## config.mk

```make
export PLATFORM = sky130hd
export DESIGN_NAME = demux_121_124_181
export DESIGN_NICKNAME = d
export VERILOG_FILES = /design/src/rtl/demux_pkg.sv /design/src/rtl/demux_121_124_181_1ton.sv /design/src/rtl/demux_121_124_181.sv
export SDC_FILE = /design/constraint.sdc
export NUM_CORES = 1
export LEC_CHECK = 0
export CAP_MARGIN = 25
export CORE_MARGIN = 5
export CORE_UTILIZATION = 43
export CTS_CLUSTER_DIAMETER = 80
export CTS_CLUSTER_SIZE = 14
export DETAILED_ROUTE_END_ITERATION = 8
export GPL_TIMING_DRIVEN = 0
export PLACE_DENSITY = 0.81
export SLEW_MARGIN = 20
export SYNTH_ARGS = -nofsm -noshare
export SYNTH_HDL_FRONTEND = slang
export SYNTH_SLANG_ARGS = --single-unit
```

## constraint.sdc

```tcl
create_clock -name clk -period 1.02 [get_ports clk]
set_clock_uncertainty 0.1 [all_clocks]
set_input_delay 0.153 -clock clk [delete_from_list [all_inputs] [get_ports clk]]
set_output_delay 0.153 -clock clk [all_outputs]
set_load 0.05 [all_outputs]
```

## src/rtl/demux_pkg.sv

```systemverilog
// Shared widths and slot counts for the three demultiplexer channels.
package demux_pkg;
  localparam int W121 = 1;
  localparam int N121 = 2;
  localparam int S121 = $clog2(N121);
  localparam int W124 = 4;
  localparam int N124 = 4;
  localparam int S124 = $clog2(N124);
  localparam int W181 = 1;
  localparam int N181 = 8;
  localparam int S181 = $clog2(N181);
endpackage

```

## src/rtl/demux_121_124_181_1ton.sv

```systemverilog
// Generic registered 1:N demultiplexer: on enable, the selected slot takes the
// data and every other slot is cleared; otherwise the register holds.
module demux_1ton #(
  parameter int DATA_W = 1,
  parameter int SLOTS  = 2,
  parameter int SEL_W  = 1
) (
  input  logic                      clk,
  input  logic                      rst,
  input  logic [DATA_W-1:0]         data_i,
  input  logic [SEL_W-1:0]          sel_i,
  input  logic                      en_i,
  output logic [DATA_W*SLOTS-1:0]   data_o
);
  logic [DATA_W*SLOTS-1:0] out_d, out_q;

  always_comb begin
    out_d = out_q;
    if (en_i) begin
      out_d = '0;
      for (int k = 0; k < SLOTS; k++) begin
        if (sel_i == SEL_W'(k)) out_d[k*DATA_W +: DATA_W] = data_i;
      end
    end
  end

  // Output register stage
  always_ff @(posedge clk) begin
    if (rst) out_q <= '0;
    else     out_q <= out_d;
  end

  assign data_o = out_q;
endmodule

```

## src/rtl/demux_121_124_181.sv

```systemverilog
// Three independent registered demultiplexer channels (1:2 bit, 1:4 nibble, 1:8 bit).
module demux_121_124_181
  import demux_pkg::*;
(
  input  logic                 clk,
  input  logic                 rst,
  input  logic [W121-1:0]      inData121,
  input  logic [S121-1:0]      inSel121,
  input  logic                 inEn121,
  output logic [W121*N121-1:0] outData121,
  input  logic [W124-1:0]      inData124,
  input  logic [S124-1:0]      inSel124,
  input  logic                 inEn124,
  output logic [W124*N124-1:0] outData124,
  input  logic [W181-1:0]      inData181,
  input  logic [S181-1:0]      inSel181,
  input  logic                 inEn181,
  output logic [W181*N181-1:0] outData181
);
  demux_1ton #(.DATA_W(W121), .SLOTS(N121), .SEL_W(S121)) u_ch121 (
    .clk(clk), .rst(rst), .data_i(inData121), .sel_i(inSel121),
    .en_i(inEn121), .data_o(outData121)
  );

  demux_1ton #(.DATA_W(W124), .SLOTS(N124), .SEL_W(S124)) u_ch124 (
    .clk(clk), .rst(rst), .data_i(inData124), .sel_i(inSel124),
    .en_i(inEn124), .data_o(outData124)
  );

  demux_1ton #(.DATA_W(W181), .SLOTS(N181), .SEL_W(S181)) u_ch181 (
    .clk(clk), .rst(rst), .data_i(inData181), .sel_i(inSel181),
    .en_i(inEn181), .data_o(outData181)
  );
endmodule

```

Word level (Yosys, flattened, before mapping) --
Cells that the tools add are included. Widths: inputs -> output; s select.
Operators by class: eq/ne operators 10, mux-type cells 14, reductions and logical operators 2
Operators with widths (number):
- $mux 4 | 4
- $eq 3x3->1 const B | 4
- $mux 1 | 10
- $eq 3x2->1 const B | 2
- $eq 2x2->1 const B | 2
- $eq 3x1->1 const B | 1
- $logic_not 3->1 | 1
- $eq 2x1->1 const B | 1
- $logic_not 2->1 | 1
Word-level totals: register bits 26, output and inout port bits 26, logic and storage cells 29

Longest topological paths before layout --
Gate-level depths: netlist of run 1.
depth in word-level cells 2, gate-level depth with buffers 4

Hierarchy --
Synthesis of run 1 repeated with hierarchy kept, for this count alone.
Unflattened totals: cell total of the unflattened synthesis 111, area total of the unflattened synthesis 1124.8 µm²
Modules (own cells, without submodules):
- demux_1ton (u_ch124) | instances 1, cells an instance 71, area each 713.2 µm², seq. area each 320.3 µm²
- demux_1ton (u_ch181) | instances 1, cells an instance 32, area each 332.8 µm², seq. area each 160.2 µm²
- demux_1ton (u_ch121) | instances 1, cells an instance 8, area each 78.8 µm², seq. area each 40.0 µm²

Worst setup path before layout of run 1 --
No wires, ideal clock.
path kind reg-to-reg, start point register, netlist name u_ch181.data_o[0], end point register u_ch181.out_q[0] (netlist: u_ch181.data_o[0]), library setup time 0.088 ns, data arrival time 0.936 ns, slack -0.104 ns, cell stages (with the launch flop) 3, cell sequence dfxtp_1 inv_1 o32ai_2
RTL lines:
- to (signal assigned) | RTL line demux_121_124_181_1ton.sv:30 | else out_q <= out_d;
- to (decl) | RTL line demux_121_124_181_1ton.sv:15 | logic [DATA_W*SLOTS-1:0] out_d, out_q;

Final worst setup path of run 1 --
start point register u_ch181.out_q[7] (netlist: u_ch181.data_o[7]), end point output outData181[7]
RTL lines:
- to (decl) | RTL line demux_121_124_181.sv:18 | output logic [W181*N181-1:0] outData181
No word-level cell between the ends.

==> summary.md, run 1 <==
| Metric | Value |
|---|---|
| Clock Latency Late Sink | 0.31 ns |
| Mapped Nets | approximately 130 |
| Post-DR vias/cell | 5.173 |
| Antenna cells | 0 |
| Pleak | around 0.7 nW |
| Fin crit share | 106.5% |
| Hpwl dp | 2028 microns |
| CP startpoint | u_ch181.data_o[7] |
| Top FF cell, synth | dfxtp_1 |
| Post-synth ARST share | 0% |
| Die width | ~61 microns |
| Core area | ~2500 sq um |
| Cell variety after synth | 18 |
| Post-synth top area cell | dfxtp_1 |
| Final Setup Violations | 26 |
| Max-slew headroom | approximately 82% |
| Worst-path maximum fanout | 2 |
| Die area | 3739 sq um |
| Overflow left after global routing | 0 |
| Clk slew on worst S/H paths | 0.14 ns |
| Initial antenna violation count | 0 |
| Initial drt markers | 23 |
| CP delay by family, top | flip-flops |
| First-pass GRT wire length | 4374 microns |
| Syn Area/Cell | between 10 and 15 sq um |
| Post-synthesis sequential area ratio | a little under half |
| Final core occ | roughly three quarters |
| RePlAce Congestion | 0.7390 |
| Routed wire per std cell | about 14 microns |
| DRC Markers | 0 |
| Max clock buf depth | 2 |
| Fin Setup TNS | -1.372 ns |
| I/O pins | 43 |
| Top-area cell type share of the netlist area | between 40% and 50% |
| Final Hold Vio Count | 0 |
| Synth Register Bits | 26 |
| Max Used Layer | met4 |
| Most frequent cells after synthesis | dfxtp_1 (26), a21oi_1 (18), nand2b_1 (14) |
| CP required | ~0.77 ns |
| R2R cell count | 3 |
| Vias in the first global route | between 900 and 1000 |
| All-layer global routing usage | around 16% |
| Routed met3 length | roughly 240 microns |
| Hold WS | about 0.088 ns |
| CTS tree | done |
| Reg-to-reg slack, setup | about 0.090 ns |
| Initial Util | roughly 45% |
| Placed cell area | 1583 sq um |
| RSZ-0062 raised after global routing | yes |
| Worst path arrival time | just over 0.8 ns |
| Rows | 18 |
| Hold Startpoint | inEn181 |
| Worst ir drop on vdd | about 630 uV |
| Share of cells above drive strength 1 | between 50 and 60% |
| Slowest stage cell, crit path | dfxtp_2 |
| Vias | just over 1000 |
| Post-DRT Antenna Nets | 0 |
| Final WL | between 2000 and 3000 microns |
| CTS Buf Count | 3 |
| Outcome | complete, but fails checks |
| IO Port Bufs | ~40 |
| Top cells by area, synth | dfxtp_1 (46%), a21oi_1 (8.0%), nand2b_1 (7.8%) |
| Top-count cell post-synth | dfxtp_1 |
| Setup crit end kind | output port |
| WP buf/inv | 1 |
| Fillers | approximately 180 |
| Slew @ Worst Pin | between 0.2 and 0.3 ns |
| Multi-input logic area | around 510 sq um |
| Path type of the worst setup path | reg -> out |
| Achievable frequency | a little over 0.9 GHz |
| H-tree levels | 1 |
| Final setup margin | -0.06653 ns |
| Type of origin of the critical path | register |
| Reg2reg end | u_ch181.data_o[1] |
| Design Area, Final | roughly 1800 sq um |
| Pwr Density | 1057 nW/um^2 |
| CP Cell Sequence | buf_8 |
| Die Ht | a little over 60 microns |
| Pin count of the biggest net entering global routing | 15 |
| Cell count after synthesis | 111 |
| Hold depth | 2 |
| Final net count | roughly 180 |
| Tmin final | 1.087 ns |
| Area Overhead vs Synth | 63.63% |
| Max Slew Vio Count | 0 |
| M1 WL | between 1000 and 1500 microns |
| Pre-CTS setup slack | -0.4307 ns |
| Yosys warns | 0 |
| Metal2 WL | between 1000 and 1500 microns |
| Clock Tree Root | clkbuf_4 |
| Failing checks | negative setup slack |
| Worst R2R Start | u_ch181.data_o[1] |
| WHS Endpoint | u_ch181.data_o[3] |
| Number of synthesized flops with an enable pin | 0 |
| Mapped cell area | 1125 sq um |
| Total clock sinks | 26 |
| FF+latch area | ~550 sq um |
| Critical path's largest stage delay | between 0.3 and 0.4 ns |
| Hold Crit Class | in -> reg |
| Max-cap violations | 0 |
| 1st-pass router iterations | 4 |
==> routing by layer <==
layer  global-route usage, %  up-vias
met5                       0        -
met4                   4.644        0
met3                   4.193        2
met2                   27.49       38
met1                   18.26      464
li1                        -      510
==> sequential cells by signal (all words and copies together), names as in the netlist <==
name,flops
u_ch181.data_o,8
u_ch124.data_o,16
u_ch121.data_o,2
==> through the flow <==
stage	total power [W]	cells
floorplan	0.001276	111
global placement	0.001415	182
detailed placement	0.001421	182
CTS	0.001952	191
global route	0.002063	196
finish	0.001946	196
==> kinds of logic (layout without fill, tap and decap cells) <==
family | count (synthesis) | after routing | synth area share, %
AOI/OAI and AO/OA | 26 | 26 | 15.57
and+or+nand+nor | 42 | 42 | 28.81
DFF | 26 | 26 | 46.27
buffers and inverters | 17 | 72 | 9.344
==> cell usage in the layout (no fill, tap or decap) <==
| master | count |
|---|---|
| or3b_4 | 1 |
| o32ai_2 | 3 |
| or3_4 | 1 |
| buf_2 | 4 |
| o32ai_1 | 5 |
| dfxtp_2 | 26 |
| buf_8 | 23 |
| or3b_1 | 1 |
| nand4bb_1 | 4 |
| dlygate4sd2_1 | 6 |
| inv_1 | 8 |
| buf_6 | 5 |
| clkbuf_8 | 1 |
| nand2b_2 | 4 |
| clkbuf_4 | 4 |
| nand3_1 | 2 |
| nand4_1 | 4 |
| buf_4 | 11 |
| nand4b_1 | 8 |
| a21oi_1 | 18 |
| nand2b_1 | 14 |
| nand3b_1 | 3 |
| buf_12 | 1 |
| clkdlybuf4s50_1 | 9 |
==> how the worst max path moves through the flow <==
| stage | endpoint | slack (ns) | cells after the start |
|---|---|---|---|
| 2_1_floorplan | u_ch124.data_o[0] | 0.04 | 2 |
| 3_3_place_gp | u_ch124.data_o[5] | -0.40 | 5 |
| 3_5_place_dp | u_ch124.data_o[5] | -0.43 | 5 |
| 4_1_cts | outData124[6] | -0.08 | 1 |
| 5_1_grt | outData124[0] | -0.12 | 1 |
| 6_report | outData181[7] | -0.07 | 1 |
==> power breakdown <==
group          internal [W]  switching [W]  total [W]
sequential          0.00104      0.0000197    0.00106
clock              0.000218       0.000287   0.000505
combinational      0.000186       0.000193   0.000379
total               0.00145       0.000500    0.00195
==> cell type report <==
type,instances,area share [%]
plain buffers,9,4.215
clock buffers,4,1.971
inverters,8,1.632
multi-input cells,68,27.67
flip-flops and latches,26,30.05
well taps,30,2.039
repair buffers,51,32.43
==> what timing repair did <==
item	CTS	global route
resized for setup	226	6
hold endpoints to repair	0	0
hold buffers	0	0
buffers inserted	5	5
gates cloned	0	0
endpoints found under the setup margin	44	27
Note: power is estimated with default switching activity, not from simulation.
==> inputs of run 2 (changes only) <==
--- a/config.mk
+++ b/config.mk
@@ -11,6 +11,7 @@
 export CTS_CLUSTER_DIAMETER = 80
 export CTS_CLUSTER_SIZE = 14
 export DETAILED_ROUTE_END_ITERATION = 8
+export GPL_ROUTABILITY_DRIVEN = 0
 export GPL_TIMING_DRIVEN = 0
 export PLACE_DENSITY = 0.81
 export SLEW_MARGIN = 20
==> results of run 2 <==
Same layout as run 1: the final DEF is identical, and so are final timing and power.
==> inputs of run 3 (changes only) <==
--- a/config.mk
+++ b/config.mk
@@ -14,6 +14,7 @@
 export GPL_ROUTABILITY_DRIVEN = 0
 export GPL_TIMING_DRIVEN = 0
 export PLACE_DENSITY = 0.81
+export SKIP_CTS_REPAIR_TIMING = 1
 export SLEW_MARGIN = 20
 export SYNTH_ARGS = -nofsm -noshare
 export SYNTH_HDL_FRONTEND = slang
==> run 3 against run 2 <==
  * Fmax about the same
  * Critical endpoint is now outData181[1]
  * The run still ends with negative setup slack left
  * Global-route usage decreased by 0.60 points
  * Core utilization fell by 0.10 points
  * Largest cell class unchanged
  * Final area down 0.14%
==> summary.md, run 3 (synthesis results as in run 1) <==
| Metric | Value |
|---|---|
| RSZ-0062 raised after global routing | yes (unchanged) |
| Clk slew on worst S/H paths | 0.13 ns (was 0.14 ns) |
| Clock Latency Late Sink | 0.30 ns (was 0.31 ns) |
| I/O pins | 43 (unchanged) |
| Final setup margin | -0.06569 ns (was -0.06653 ns) |
| Clock Tree Root | clkbuf_4 (unchanged) |
| Hold WS | 0.1114 ns (was 0.08835 ns) |
| Die width | 61.15 microns (unchanged) |
| Pleak | 0.7190 nW (was 0.6866 nW) |
| CP delay by family, top | flip-flops (unchanged) |
| Overflow left after global routing | 0 (unchanged) |
| Post-DR vias/cell | 5.309 (was 5.173) |
| Initial Util | 44.99% (unchanged) |
| Share of cells above drive strength 1 | 50.61% (was 50.60%) |
| Die area | 3739 sq um (unchanged) |
| Commonest non-fill, non-tap cell in the layout | dfxtp_2 (unchanged) |
| Max reg flops | 16 (unchanged) |
| Vias | 1030 (was 1014) |
| Slew @ Worst Pin | 0.2676 ns (was 0.2667 ns) |
| Tmin final | 1.086 ns (was 1.087 ns) |
| CP Cell Sequence | buf_8 (unchanged) |
| Rows | 18 (unchanged) |
| Multi-input logic area | 516.7 sq um (was 509.2 sq um) |
| DRC Markers | 0 (unchanged) |
| Routed wire per std cell | 14.20 microns (was 13.85 microns) |
| Slowest stage cell, crit path | dfxtp_2 (unchanged) |
| H-tree levels | 1 (unchanged) |
| Final net count | 182 (was 184) |
| Max-slew headroom | 82.10% (was 82.16%) |
| Worst-path maximum fanout | 2 (unchanged) |
| Pre-CTS setup slack | -0.4307 ns (unchanged) |
| WP buf/inv | 1 (unchanged) |
| Fin crit share | 106.4% (was 106.5%) |
| Core area | 2500 sq um (unchanged) |
| Vias in the first global route | 965 (was 999) |
| Hold depth | 2 (unchanged) |
| Hold Crit Class | in -> reg (unchanged) |
| Max clock buf depth | 2 (unchanged) |
| Setup crit end kind | output port (unchanged) |
| Area Overhead vs Synth | 63.40% (was 63.63%) |
| Critical path's largest stage delay | 0.38 ns (about the same) |
| FF+latch area | 553.0 sq um (unchanged) |
| Max-cap violations | 0 (unchanged) |
| All-layer global routing usage | 14.95% (was 15.55%) |
| Worst ir drop on vdd | 707.1 uV (was 626.5 uV) |
| Worst path arrival time | 0.83 ns (about the same) |
| First-pass GRT wire length | 4202 microns (was 4374 microns) |
| Pin count of the biggest net entering global routing | 15 (unchanged) |
| Path type of the worst setup path | reg -> out (unchanged) |
| Type of origin of the critical path | register (unchanged) |
| Die Ht | 61.15 microns (unchanged) |
| Most frequent cells in the layout | dfxtp_2 (26), a21oi_1 (18), buf_8 (17) (was dfxtp_2 (26), buf_8 (23), a21oi_1 (18)) |
| Dpl cells | 182 (unchanged) |
| Achievable frequency | 0.9211 GHz (was 0.9204 GHz) |
| CTS Buf Count | 3 (unchanged) |
| Max Slew Vio Count | 0 (unchanged) |
| R2R cell count | 2 (was 3) |
| Initial drt markers | 45 (was 23) |
| IO Port Bufs | 41 (unchanged) |
| Final total power | 0.001945 W (was 0.001946 W) |
| Pwr Density | 1058 nW/um^2 (was 1057 nW/um^2) |
| Fillers | 189 (was 181) |
| Outcome | complete, but fails checks (unchanged) |
| Fin cells | 194 (was 196) |
| Failing checks | negative setup slack (unchanged) |
| Initial antenna violation count | 0 (unchanged) |
| CP required | 0.77 ns (about the same) |
| Total clock sinks | 26 (unchanged) |
| Final Setup Violations | 26 (unchanged) |
| Fin Setup TNS | -1.359 ns (was -1.372 ns) |
| Antenna cells | 0 (unchanged) |
| Stages on worst setup path | 1 (unchanged) |
| Hpwl dp | 2028 microns (unchanged) |
| Final WL | 2755 microns (was 2715 microns) |
| CTS tree | done (unchanged) |
| Post-DRT Antenna Nets | 0 (unchanged) |
| Final Hold Vio Count | 0 (unchanged) |
| 1st-pass router iterations | 4 (unchanged) |
-- run 3: metrics by stage --
step                      utilization [%]  area (sq um)
after CTS                           64.76          1619
after global placement              63.31          1583
after floorplan                         -          1135
final                               73.52          1838
after global routing                73.52          1838
after detailed placement            63.31          1583
-- run 3: final timing paths --
check               startpoint                 to  slack (ns)
max          u_ch181.data_o[1]      outData181[1]       -0.07
min                    inEn181  u_ch181.data_o[1]        0.11
max reg2reg  u_ch181.data_o[7]  u_ch181.data_o[7]        0.11
min reg2reg  u_ch124.data_o[4]  u_ch124.data_o[4]        0.39
-- run 3: layout make-up --
type	instances	area share, %
Timing Repair Buffer	49	31.65
Sequential cell	26	30.09
Multi-Input combinational cell	68	28.11
Buffer	9	4.493
Tap cell	30	2.042
Clock buffer	4	1.974
Inverter	8	1.634
-- run 3: per-layer routing --
metal	vias to the layer above	share of wire (%)	wire length (microns)	GRT usage, %
met3	2	8.9	246	4.193
li1	510	-	-	-
met1	476	42	1153	17.62
met4	0	0.69	19	4.644
met2	42	48	1335	26.13
met5	-	0	0	0
-- run 3: power by group --
part | internal (W) | switching [W]
combinational | 0.000189 | 0.000195
sequential | 0.00104 | 0.0000191
clock | 0.000218 | 0.000283
